$ cat config.mk
export PLATFORM = sky130hd
export DESIGN_NAME = btn_debounce
export DESIGN_NICKNAME = d
export VERILOG_FILES = /design/src/rtl/btn_debounce.sv
export SDC_FILE = /design/constraint.sdc
export NUM_CORES = 1
export LEC_CHECK = 0
export CORE_ASPECT_RATIO = 1.1
export CORE_MARGIN = 4
export CORE_UTILIZATION = 45
export CTS_CLUSTER_DIAMETER = 40
export DETAILED_ROUTE_END_ITERATION = 10
export PLACE_DENSITY_LB_ADDON = 0.1
export SLEW_MARGIN = 20
export SYNTH_ARGS = -nofsm -noshare
export SYNTH_HDL_FRONTEND = slang
export SYNTH_SLANG_ARGS = --single-unit
$ cat constraint.sdc
create_clock -name clk -period 2.55 [get_ports clk]
set_input_delay 0.3825 -clock clk [delete_from_list [all_inputs] [get_ports clk]]
set_output_delay 0.3825 -clock clk [all_outputs]
set_load 0.1 [all_outputs]
$ cat src/rtl/btn_debounce.sv
// rtl/btn_debounce.sv - per-button 2-FF synchroniser and debouncer with level/press/release outputs.
// Optional auto-repeat on held buttons is enabled by defining BTN_AUTOREPEAT_EN.
module btn_debounce #(
  parameter int NUM_BTNS        = 5,
  parameter int DEBOUNCE_CYCLES = 500000,
  parameter int REPEAT_DELAY    = 50000000,
  parameter int REPEAT_PERIOD   = 10000000
) (
  input  logic                clk,
  input  logic                rst,
  input  logic [NUM_BTNS-1:0] btn_raw,
  output logic [NUM_BTNS-1:0] btn_level,
  output logic [NUM_BTNS-1:0] btn_press,
  output logic [NUM_BTNS-1:0] btn_release
);

  localparam int CW = (DEBOUNCE_CYCLES > 1) ? $clog2(DEBOUNCE_CYCLES) : 1;
  localparam logic [CW-1:0] CNT_MAX = CW'(DEBOUNCE_CYCLES - 1);

  if (DEBOUNCE_CYCLES < 1) begin : g_bad_debounce
    $error("DEBOUNCE_CYCLES must be >= 1");
  end
  if (REPEAT_DELAY < 1 || REPEAT_PERIOD < 1) begin : g_bad_repeat
    $error("REPEAT_DELAY and REPEAT_PERIOD must be >= 1");
  end

  logic [NUM_BTNS-1:0] s1;
  logic [NUM_BTNS-1:0] s2;
  logic [NUM_BTNS-1:0] accept;
  logic [CW-1:0]       cnt [NUM_BTNS];

  // A change is accepted on the edge that completes the run of mismatching samples.
  always_comb begin
    accept = '0;
    for (int i = 0; i < NUM_BTNS; i++) begin
      accept[i] = (s2[i] != btn_level[i]) && (cnt[i] == CNT_MAX);
    end
  end

`ifdef BTN_AUTOREPEAT_EN
  localparam int RMAX = (REPEAT_DELAY > REPEAT_PERIOD) ? REPEAT_DELAY : REPEAT_PERIOD;
  localparam int RW   = (RMAX > 1) ? $clog2(RMAX) : 1;
  localparam logic [RW-1:0] RD_MAX = RW'(REPEAT_DELAY - 1);
  localparam logic [RW-1:0] RP_MAX = RW'(REPEAT_PERIOD - 1);

  logic [RW-1:0]       rcnt [NUM_BTNS];
  logic [NUM_BTNS-1:0] rfirst;
`endif

  always_ff @(posedge clk or negedge rst) begin
    if (!rst) begin
      s1          <= '0;
      s2          <= '0;
      btn_level   <= '0;
      btn_press   <= '0;
      btn_release <= '0;
      for (int i = 0; i < NUM_BTNS; i++) begin
        cnt[i] <= '0;
      end
`ifdef BTN_AUTOREPEAT_EN
      rfirst <= '1;
      for (int i = 0; i < NUM_BTNS; i++) begin
        rcnt[i] <= '0;
      end
`endif
    end else begin
      s1 <= btn_raw;
      s2 <= s1;
      for (int i = 0; i < NUM_BTNS; i++) begin
        btn_press[i]   <= 1'b0;
        btn_release[i] <= 1'b0;
        if (s2[i] == btn_level[i]) begin
          cnt[i] <= '0;
        end else if (accept[i]) begin
          cnt[i]         <= '0;
          btn_level[i]   <= s2[i];
          btn_press[i]   <= s2[i];
          btn_release[i] <= ~s2[i];
        end else begin
          cnt[i] <= cnt[i] + 1'b1;
        end
`ifdef BTN_AUTOREPEAT_EN
        // The repeat timer restarts on every press acceptance and idles while released.
        if (!btn_level[i] || accept[i]) begin
          rcnt[i]   <= '0;
          rfirst[i] <= 1'b1;
        end else if (rcnt[i] == (rfirst[i] ? RD_MAX : RP_MAX)) begin
          rcnt[i]      <= '0;
          rfirst[i]    <= 1'b0;
          btn_press[i] <= 1'b1;
        end else begin
          rcnt[i] <= rcnt[i] + 1'b1;
        end
`endif
      end
    end
  end

endmodule

== Word level (Yosys, flattened, before mapping) ==
Index checks and enable logic that the tools add are counted.

* Output and inout port bits: 15
* Logic and storage cells: 84
* Register bits: 120
* Bits of input ports: 7

* Multiplexer cells: 30
* Bitwise operators: 10
* Add/sub/neg operators: 5
* Equal/unequal tests: 15
* Reductions and logical operators: 10

{| class="wikitable"
|+ Operators by type and width
! kind !! count
|-
| two-way mux 19 bit || 10
|-
| adder 19 x 1 -> 19 bit, second input constant || 5
|-
| equality test 19 bit, second input constant || 5
|-
| two-way mux 1 bit || 20
|-
| inverter 1 bit || 10
|-
| AND reduction 2 bit || 5
|-
| equality test 1 bit || 5
|-
| logical AND 1 bit || 5
|-
| != test 1 bit || 5
|}

== Logic depth before layout (Yosys ltp) ==
* Depth after elaboration: 4
* Mapped depth: 7
* Depth with buffers taken out: 5

== Worst setup path before layout ==
No wires, ideal clock.

* Kind: register to register
* Start: reg cnt[76] (netlist bit)
* End: reg cnt[79] (netlist bit)
* Slack: 0.563 ns
* Data required time: 2.429 ns
* Buffers on the path: 2
* Arrival: 1.865 ns
* Setup time: 0.121 ns
* Stages on the path, launching flop included: 8
* Clock period less this slack: 1.987 ns
* Cell sequence: dfrtp_1 -> ha_1 -> and4_1 -> clkbuf_1 -> nand4_1 -> o31ai_2 -> buf_2 -> nor2_1

* Cells in the longest elaborated chain, start to end: 4
* Elaborated cells between the ends (all ways): 5
* Classes of those cells: add/sub: 1; eq/ne: 1; mux: 2; reduce/logical: 1

{| class="wikitable"
|+ RTL lines
! what !! line !! source
|-
| from (decl) || 30 || <nowiki>logic [CW-1:0] cnt [NUM_BTNS];</nowiki>
|-
| from (signal, indexed assignment) || 80 || <nowiki>cnt[i] <= cnt[i] + 1'b1;</nowiki>
|-
| parallel branches: the longest is 2 deep, another holds adder 19 x 1 -> 19 bit || - ||
|-
| two-way mux 19 bit (*) || 74 || <nowiki>end else if (accept[i]) begin</nowiki>
|-
| two-way mux 19 bit (*) || 72 || <nowiki>if (s2[i] == btn_level[i]) begin</nowiki>
|}

Mark *: on every way between the ends.
A chain may end at the register's enable or synchronous reset.

== Final worst setup path ==
* Start: reg cnt[0] (netlist bit)
* End: reg btn_level[4]

* Cells in the longest elaborated chain, start to end: 3

{| class="wikitable"
|+ RTL lines
! what !! line !! source
|-
| equality test 19 bit || 36 || <nowiki>accept[i] = (s2[i] != btn_level[i]) && (cnt[i] == CNT_MAX);</nowiki>
|-
| logical AND 1 bit || 36 ||
|-
| AND reduction 2 bit (no line) || - ||
|-
| to (signal, indexed assignment) || 76 || <nowiki>btn_level[i] <= s2[i];</nowiki>
|-
| to (decl) || 12 || <nowiki>output logic [NUM_BTNS-1:0] btn_level,</nowiki>
|}

No other way between the ends.

==> run summary <==
Status -> finished clean
CTS buffer count -> 17
Simple-gate share of the synthesized area -> 25.51%
Vias in the first global route -> 3984
Proportion of synthesized area in mux cells -> 1.023%
Clock skew -> 6.063 ps
Seq cells post-synth -> 120
Min-delay worst type -> flop to flop
IO Pins -> 22
Pins Over Slew Limit -> 0
Area Overhead vs Synth -> 19.41%
Core region area -> 11980 sq um
Post-synthesis adder-cell area fraction -> 1.137%
Tcrit/Tclk final -> 80.97%
Total negative slack -> 0 ps
TritonCTS Sinks -> 120
Die H -> 124.0 um
Fmax -> 484.3 MHz
Post-CTS sizing -> 0
Layout fillers -> 1053
First-pass GRT wire length -> 18120 um
Largest net degree at the start of global routing -> 65
Worst Path Required -> 2840 ps
Die width -> 113.4 um
Sequential-to-total area share from yosys stat -> 54.56%
GRT Total Usage -> 15.98%
Power Density -> 712.3 nW/um^2
TritonCTS clock tree -> built
Row cnt -> 42
H-tree levels -> 4
PortBufs -> 21
Leakage -> 2.744 nW
Minimum clock period -> 2065 ps
Most common cell after layout, fill and taps aside -> dfrtp_1
Wire length per cell -> 13.94 um
Max Cap Viol -> 0
Mapped cell area -> 5504 sq um
Syn Area/Cell -> 10.46 sq um
R2R setup slack -> 490 ps
Worst-skew pair later-pin latency -> 410 ps
Vias -> 4016
Clock root buffer -> clkbuf_16
Starting Density -> 45.94%
DRC Markers -> 0
WHS -> 343.7 ps
CP Class -> flop to flop
Leading cell types in the layout, fill and taps excluded -> dfrtp_1 (120), nor2_1 (68), xor2_1 (33)
CP arrival -> 2350 ps
Routed Antenna Nets -> 0
DP HPWL -> 6851 um
Startpoint Class -> flop
Ys Warns -> 0
Multi-input gate area -> 2424 sq um
Netlist cell types -> 35
DR vias/cell -> 5.486
Slew margin rel. -> 64.70%
Drt pass-1 iters -> 5
Synthesized instance count -> 526
Top cell type's share of synthesized area -> 54.56%
Initial drt markers -> 208
# diodes -> 0
Hold Fails Final Rpt -> 0
Critical path fanouts, max -> 7
Reg area -> 3003 sq um
Least-Margin Pin Slew -> 529.5 ps
CTS clk-pin slew, worst paths -> 50 ps
RSZ-0062 raised after global routing -> no
Final WL -> 10200 um
Worst Setup End Kind -> flop
Synth Area in XOR/XNOR -> 10.18%
Synth top area cells -> dfrtp_1 (55%), xor2_1 (5.3%), xnor2_1 (4.9%)
Die Area -> 14070 sq um
Largest family of logic cells by synthesized area -> simple AND/OR/NAND/NOR gates
Setup violators final -> 0
Peak VDD IR -> 0.4395 mV
Clock tree buffer depth -> 2
Initial antenna violation count -> 0
Gp weighted congestion -> 0.8412
Post-synthesis compound-gate area fraction -> 6.183%
Area leader, netlist -> dfrtp_1
Syn Nets -> 538
# nets final -> 578
Overflow after GRT -> 0
Share of layout cells above drive strength 1 -> 12.98%
Core Util, Final -> 54.86%
-- synthesized netlist by cell type --
master	count
clkbuf_1	9
nor4b_1	2
and4_1	10
nand4_1	29
buf_2	5
and4_2	1
nor3b_1	11
nor4_1	9
nor4bb_1	2
or4_1	11
o31ai_1	8
nand3b_1	1
or3_1	21
inv_1	5
nand3_1	29
o31ai_4	1
ha_1	5
a21oi_1	26
or4b_2	2
nand3_2	1
nand2_1	28
o31ai_2	2
xor2_1	33
or2_2	4
and3_1	12
xnor2_1	31
dfrtp_1	120
o41ai_1	1
nor3_1	7
and2_1	7
o21ai_0	17
mux2_2	5
and4bb_2	1
o21ai_1	2
nor2_1	68
-- timing repair --
item,4_1_cts,5_1_grt
buffers inserted,0,0
hold buffers,1,0
hold endpoints to repair,36,0
-- where the power goes --
part / leakage, nW / switching, mW / internal (mW)
Clock: 0.320 / 0.798 / 1.80
Sequential: 1.64 / 0.0251 / 1.93
Combinational: 0.783 / 0.0794 / 0.0459
Total: 2.74 / 0.903 / 3.78
-- metal layers --
metal | GRT usage, % | part of all wire, % | vias up
li1 | - | - | 1967
met1 | 20.99 | 48 | 1963
met2 | 24.44 | 47 | 72
met3 | 4.568 | 3.4 | 14
met4 | 7.814 | 1.8 | 0
met5 | 0 | 0 | -
-- logic make-up after synthesis --
group,Yosys count
fa+ha+maj,5
flops,120
buf+inv,19
simple gates,256
compound gates,57
mux,5
xor+xnor,64
-- layout make-up --
type                    count  area share [%]
flip-flops and latches    120           45.69
multi-input cells         387           36.87
clock buffers              22           7.215
repair buffers             35           4.417
well taps                 154           2.932
clock inverters             9           2.589
inverters                   5          0.2856
-- state kept, by name, indices dropped and copies added, names as in the netlist --
signal,cells
cnt,95
btn_level,5
btn_press,5
btn_release,5
s1,5
s2,5
-- stage by stage --
| stage | area (sq um) | power, mW | std cells | worst slack [ps] |
|---|---|---|---|---|
| after floorplan | 5504 | 2.038 | 526 | 563.3 |
| after global placement | 5918 | 2.117 | 700 | 566.4 |
| after detailed placement | 5918 | 2.121 | 700 | 502.0 |
| after CTS | 6573 | 4.752 | 732 | 488.4 |
| after global routing | 6573 | 4.841 | 732 | 337.3 |
| final | 6573 | 4.681 | 732 | 485.1 |
-- path summary, 6_finish.rpt --
kind,startpoint,end,cells after the start
min in group asynchronous,rst,cnt[34],2
max reg2reg,cnt[0],btn_level[4],5
min reg2reg,s1[3],s2[3],0
min,s1[3],s2[3],0
max,cnt[0],btn_level[4],5
max in group asynchronous,rst,cnt[5],3
-- critical path, cell delays in order (launching register included) --
cell and delay, ps:
dfrtp_1 380, ha_1 210, and4_1 330, nand4_1 250, or3_1 480, mux2_2 290
Note: power is estimated with default switching activity, not from simulation.
